File: config.mk
export PLATFORM = sky130hd
export DESIGN_NAME = intr_ctrl
export DESIGN_NICKNAME = d
export VERILOG_FILES = /design/src/rtl/intr_ctrl.sv
export SDC_FILE = /design/constraint.sdc
export NUM_CORES = 1
export LEC_CHECK = 0
export CORE_MARGIN = 2
export CORE_UTILIZATION = 45
export CTS_CLUSTER_DIAMETER = 200
export DETAILED_ROUTE_END_ITERATION = 10
export GPL_ROUTABILITY_DRIVEN = 0
export PLACE_DENSITY = 0.71
export SLEW_MARGIN = 30
export SYNTH_ARGS = -nofsm -noshare
export SYNTH_HDL_FRONTEND = slang
export SYNTH_SLANG_ARGS = --single-unit
File: constraint.sdc
create_clock -name CLK -period 3.7 [get_ports CLK]
set_input_delay 0.74 -clock CLK [delete_from_list [all_inputs] [get_ports CLK]]
set_output_delay 0.74 -clock CLK [all_outputs]
set_load 0.01 [all_outputs]
File: src/rtl/intr_ctrl.sv
// Eight-source priority interrupt controller for a small MCU I/O bus.
// Edge-detected sources latch into PEND; a REQ/SVC handshake runs through CLAIM and EOI writes.
module intr_ctrl #(
    parameter logic [7:0] BASE_ID = 8'hF0
) (
    input  logic       CLK,
    input  logic       RESET_N,
    input  logic [7:0] IRQ,
    input  logic [7:0] PORT_ID,
    input  logic [7:0] OUT_PORT,
    input  logic       IO_STRB,
    output logic       INTR,
    output logic [7:0] IC_DATA,
    output logic       IC_SEL,
    output logic [1:0] DBG_STATE
);

    localparam logic [1:0] ST_IDLE = 2'b00;
    localparam logic [1:0] ST_REQ  = 2'b01;
    localparam logic [1:0] ST_SVC  = 2'b10;

    logic [7:0] sync1_q, sync2_q, dly_q;
    logic [7:0] mask_q, mask_d;
    logic [7:0] pend_q, pend_d;
    logic [1:0] state_q, state_d;
    logic [2:0] id_q, id_d;

    logic       wr_en, wr_mask, wr_pend, wr_claim, wr_eoi;
    logic [7:0] irq_rise, elig, w1c_clr, eoi_clr;
    logic [2:0] win;
    logic [7:0] vec;

    assign IC_SEL    = (PORT_ID[7:2] == BASE_ID[7:2]);
    assign wr_en     = IO_STRB & IC_SEL;
    assign wr_mask   = wr_en && (PORT_ID[1:0] == 2'd0);
    assign wr_pend   = wr_en && (PORT_ID[1:0] == 2'd1);
    assign wr_claim  = wr_en && (PORT_ID[1:0] == 2'd2);
    assign wr_eoi    = wr_en && (PORT_ID[1:0] == 2'd3);

    assign irq_rise  = sync2_q & ~dly_q;
    assign elig      = pend_q & mask_q;
    assign INTR      = (state_q == ST_REQ);
    assign DBG_STATE = state_q;
    assign vec       = {INTR, (state_q == ST_SVC), 3'b000, id_q};

    // Lowest index wins: scan downward so the last hit is the highest priority.
    always_comb begin
        win = 3'd0;
        for (int i = 7; i >= 0; i--) begin
            if (elig[i]) win = i[2:0];
        end
    end

    always_comb begin
        state_d = state_q;
        id_d    = id_q;
        eoi_clr = 8'h00;
        case (state_q)
            ST_IDLE: begin
                if (elig != 8'h00) begin
                    state_d = ST_REQ;
                    id_d    = win;
                end
            end
            ST_REQ: begin
                if (elig == 8'h00) begin
                    state_d = ST_IDLE;
                end else if (wr_claim) begin
                    state_d = ST_SVC;
                end else begin
                    id_d = win;
                end
            end
            ST_SVC: begin
                if (wr_eoi) begin
                    state_d = ST_IDLE;
                    eoi_clr = 8'h01 << id_q;
                end
            end
            default: state_d = ST_IDLE;
        endcase
    end

    // A fresh edge overrides a same-cycle clear so no request is lost.
    always_comb begin
        w1c_clr = wr_pend ? OUT_PORT : 8'h00;
        pend_d  = (pend_q & ~(w1c_clr | eoi_clr)) | irq_rise;
        mask_d  = wr_mask ? OUT_PORT : mask_q;
    end

    always_comb begin
        IC_DATA = 8'h00;
        if (IC_SEL) begin
            case (PORT_ID[1:0])
                2'd0:    IC_DATA = mask_q;
                2'd1:    IC_DATA = pend_q;
                2'd2:    IC_DATA = vec;
                default: IC_DATA = 8'h00;
            endcase
        end
    end

    always_ff @(posedge CLK or negedge RESET_N) begin
        if (!RESET_N) begin
            sync1_q <= 8'h00;
            sync2_q <= 8'h00;
            dly_q   <= 8'h00;
            mask_q  <= 8'h00;
            pend_q  <= 8'h00;
            state_q <= ST_IDLE;
            id_q    <= 3'd0;
        end else begin
            sync1_q <= IRQ;
            sync2_q <= sync1_q;
            dly_q   <= sync2_q;
            mask_q  <= mask_d;
            pend_q  <= pend_d;
            state_q <= state_d;
            id_q    <= id_d;
        end
    end

endmodule

## Yosys cells after proc, flatten, opt, wreduce, memory -nomap -nowiden

Cells that the tools add are included.

| word-level totals | value |
|---|---|
| bits in registers | 45 |
| latch bits | 0 |
| bits in writable memories | 0 |
| memory bits (read-only) | 0 |
| bits of input ports | 27 |
| output and inout port bits | 12 |
| word-level logic and storage cells | 60 |
| memories kept | 0 |

| cells by class | value |
|---|---|
| $add $sub $neg | 0 |
| multiply operators | 0 |
| div/mod/pow operators | 0 |
| order comparisons | 0 |
| equality and inequality tests | 11 |
| shifts and indexed selects | 1 |
| multiplexer cells | 22 |
| bitwise logic cells | 8 |
| reduce and logical (&&, ||, !) cells | 11 |

Operator list:

| operator | count |
|---|---|
| $mux W3 | 11 |
| $mux W8 | 4 |
| $and A8 B8 Y8 | 3 |
| $pmux W8 S3 | 1 |
| $not A8 Y8 | 2 |
| $or A8 B8 Y8 | 2 |
| $logic_not A8 Y1 | 1 |
| $mux W2 | 4 |
| $ne A2 B2 Y1 const B | 4 |
| $reduce_bool A8 Y1 | 1 |
| $shl A1 B3 Y8 const A | 1 |
| $eq A2 B2 Y1 const B | 3 |
| $eq A6 B6 Y1 const B | 1 |
| $pmux W2 S3 | 1 |
| $pmux W3 S2 | 1 |
| $eq A2 B1 Y1 const B | 2 |
| $logic_and A1 B1 Y1 | 4 |
| $logic_not A2 Y1 | 2 |
| $reduce_and A4 Y1 | 1 |
| $ne A3 B1 Y1 const B | 1 |
| $reduce_and A3 Y1 | 1 |
| $reduce_bool A2 Y1 | 1 |
| $and A1 B1 Y1 | 1 |

## Longest topological paths before layout

| depth | value |
|---|---|
| depth in word-level cells | 12 |
| mapped depth | 6 |
| mapped depth without buffers | 4 |

## Worst setup path before layout

Ideal clock, no wire load.

| path | value |
|---|---|
| path type | input -> output |
| start point | input port PORT_ID[3] |
| end point | output port IC_DATA[3] |
| data arrival time | 1.900 ns |
| required time | 2.960 ns |
| path slack | 1.060 ns |
| stages | 5 |
| path buffers | 2 |
| cells stage by stage | or2_1 buf_2 or2_2 clkbuf_1 nor3_1 |

| on the way | value |
|---|---|
| longest elaborated chain between the ends | 2 |

RTL lines:

| what | RTL line | text |
|---|---|---|
| start: declaration | 9 | `input logic [7:0] PORT_ID,` |
| $eq A6 B6 Y1 | 33 | `assign IC_SEL = (PORT_ID[7:2] == BASE_ID[7:2]);` |
| $mux W8 | 93 | `if (IC_SEL) begin` |
| end: declaration | 13 | `output logic [7:0] IC_DATA,` |

Every way passes these cells.

## Worst setup path in the final report

Ends and elaborated chain as after synthesis.

==> key figures <==
Clock tree
  – Clk buf depth: 2
  – Post-CTS sizing: 0
  – CTS clk-pin slew, worst paths: 0.07 ns
  – Worst-Skew Late Latency: 0.30 ns
  – Clock root cell: clkbuf_8
  – CTS tree: yes
  – Max H-tree Level: 2
  – CTS Buf Count: 5
  – Clock Sinks: 45
  – Hold_buf cts: 0
  – Postcts setup bufs: 0

Timing
  – Setup TNS Final: 0 ns
  – Tcrit/Tclk final: 90.1%
  – Slew Viols, Final: 0
  – Fin crit period: 3.33 ns
  – Unrepaired setup endpoints after global routing: no
  – Final setup violation count: 0
  – Slew headroom: 59.8%
  – Hold WS: 0.352 ns
  – Setup Skew: 0.00643 ns
  – Worst slew pin tran: 0.601 ns
  – Achievable Freq: 300 MHz
  – Fin. Hold Viols: 0

Pwr
  – Sw Share: 23.6%
  – Int Pwr: 0.000825 W
  – Power, Total: 0.00108 W
  – Sequential Power Share: 52.2%
  – Clk network pwr share: 34.7%
  – VDD IR max: 0.000339 V
  – P_sw: 0.000256 W
  – Combinational share of power: 13.1%
  – Leakage: 1.07 nW
  – P per Cell Area: 430 nW/µm²

Synth
  – Synth top area share: 57.8%
  – Main area contributors after synthesis: dfrtp_1 (58%), a32o_1 (5.1%), mux2_2 (4.6%)
  – Gate Count Post-Synth: 160
  – Syn. warnings: 0
  – Post-synthesis compound-gate area fraction: 11.4%
  – Post-synthesis cell type count: 41
  – Mapped Area: 1950 µm²
  – Main flop type after synthesis: dfrtp_1
  – Number of synthesized flops with an enable pin: 0
  – Sequential share of the synthesized area: 57.8%
  – Synthesis-stage register bit count: 45
  – Post-Synth Simple-Gate Area: 18.5%
  – Mapped Nets: 187
  – Mean Syn Cell Area: 12.2 µm²
  – Area leader, netlist: dfrtp_1
  – Post-synth ARST share: 100%
  – Main combinational cell family by area after synthesis: simple AND/OR/NAND/NOR gates
  – Post-Synth Adder-Cell Area: 0%
  – Synth Area in XOR/XNOR: 0%
  – Mux contribution to synthesized area: 8.99%

Placed design
  – HPWL Detailed: 3.18 mm
  – Placed cell area: 2400 µm²
  – PortBufs: 38

Routing
  – Initial DRT Pass Iterations: 4
  – Vias: 1435
  – DRT iter0 DRCs: 123
  – # DRC: 0
  – WL/cell: 17.0 µm
  – Post-DR vias/cell: 5.61
  – Post-route ant nets: 0
  – Routed wire length: 4.34 mm

Worst setup path
  – Critical path peak fanout: 9
  – CP startpoint kind: primary input
  – Arrival time at the worst endpoint: 2.59 ns
  – Setup crit end kind: primary output
  – WP data required: 2.96 ns
  – Setup Crit Path Kind: in2out

Cells and area
  – Area grow syn2layout: 29.1%
  – Final nets: 232
  – Commonest non-fill, non-tap cell in the layout: dfrtp_1
  – Share of cells above drive strength 1: 14.6%
  – Design Area, Final: 2510 µm²
  – Post-Route Utilization: 61.5%
  – ANT cells: 0
  – Most frequent cells in the layout: dfrtp_1 (45), clkdlybuf4s50_1 (37), nand2_1 (15)

Worst hold path
  – Worst Hold Class: reg2reg

Global route
  – Routing usage on met2: 33.9%
  – Gr ovfl total: 0
  – Met3 global-route usage: 5.67%
  – GRT Total Usage: 20.5%
  – Initial antenna violation count: 0
  – Number of global-route vias before repair: 1574
  – First-pass GRT wire length: 7.75 mm
  – Most crowded layer after global routing: met2
  – Met1 Use GR: 25.5%
  – Pin count of the biggest net entering global routing: 46

Job
  – # Max-Cap Violations: 0

Die
  – Core Box Area: 4090 µm²
  – Die Wd: 69.8 µm
  – Initial Util: 47.7%
  – Num ports: 39
  – Die span in y: 69.8 µm
  – Site row count: 23
  – Die area: 4870 µm²

Outcome
  – Status: complete, no violations
[stage by stage]
step,setup slack [ns],cells
3_5_place_dp,0.354,248
6_report,0.366,256
2_1_floorplan,1.06,160
5_1_grt,0.210,256
3_3_place_gp,0.385,248
4_1_cts,0.348,256
[layout make-up]
cell class	instances	area, µm²
clock buffers	7	86.3
multi-input cells	100	757
repair buffers	43	415
inverters	10	37.5
clock inverters	1	30.0
flip-flops and latches	45	1130
well taps	50	62.6
fillers	353	1570
[state kept, by name (all words and copies together) (netlist names)]
name	cells
mask_q	8
DBG_STATE	2
id_q	3
sync1_q	8
pend_q	8
sync2_q	8
dly_q	8
[power by group through the flow]
stage          registers [W]  logic [W]  clock network (W)
6_report            0.000564   0.000141           0.000375
5_1_grt             0.000569   0.000156           0.000409
4_1_cts             0.000562   0.000142           0.000384
3_5_place_dp        0.000573   0.000141                  0
3_3_place_gp        0.000568   0.000137                  0
2_1_floorplan       0.000558  0.0000756                  0
[synth_stat cells (all sizes together), types with 4 or more instances]
cell / n
a21oi: 6
nand4: 5
a22oi: 4
nand2: 16
mux2i: 7
mux2: 9
nor2: 10
a32o: 10
dfrtp: 45
nand2b: 4
inv: 10
nor3: 4
[worst max-delay path: stages]
cell	delay, ns
clkdlybuf4s50_1	0.39
or2_1	0.24
or2_2	0.40
nor3_1	0.23
clkdlybuf4s50_1	0.58
[metal layers]
layer  share of wire [%]  vias to the layer above
met5                   0                        -
met4                 1.6                        0
met3                 6.2                        7
met2                  51                       49
met1                  41                      712
li1                    -                      667
[worst paths after layout]
path,start,end,slack (ns),cells after the start
setup / recovery,PORT_ID[3],IC_DATA[3],0.37,5
setup reg to reg,DBG_STATE[0],pend_q[2],2.05,4
hold / removal,sync1_q[5],sync2_q[5],0.35,0
hold reg to reg,sync1_q[5],sync2_q[5],0.35,0
max in group asynchronous,RESET_N,sync1_q[0],2.89,1
min in group asynchronous,RESET_N,sync2_q[5],0.43,1
[cells by family after synthesis]
group                  after synthesis
AND/OR/NAND/NOR                     56
multiplexers                        16
AO/OA/AOI/OAI                       28
flip-flops                          45
buffers and inverters               15
(Power assumes the default switching activity.)
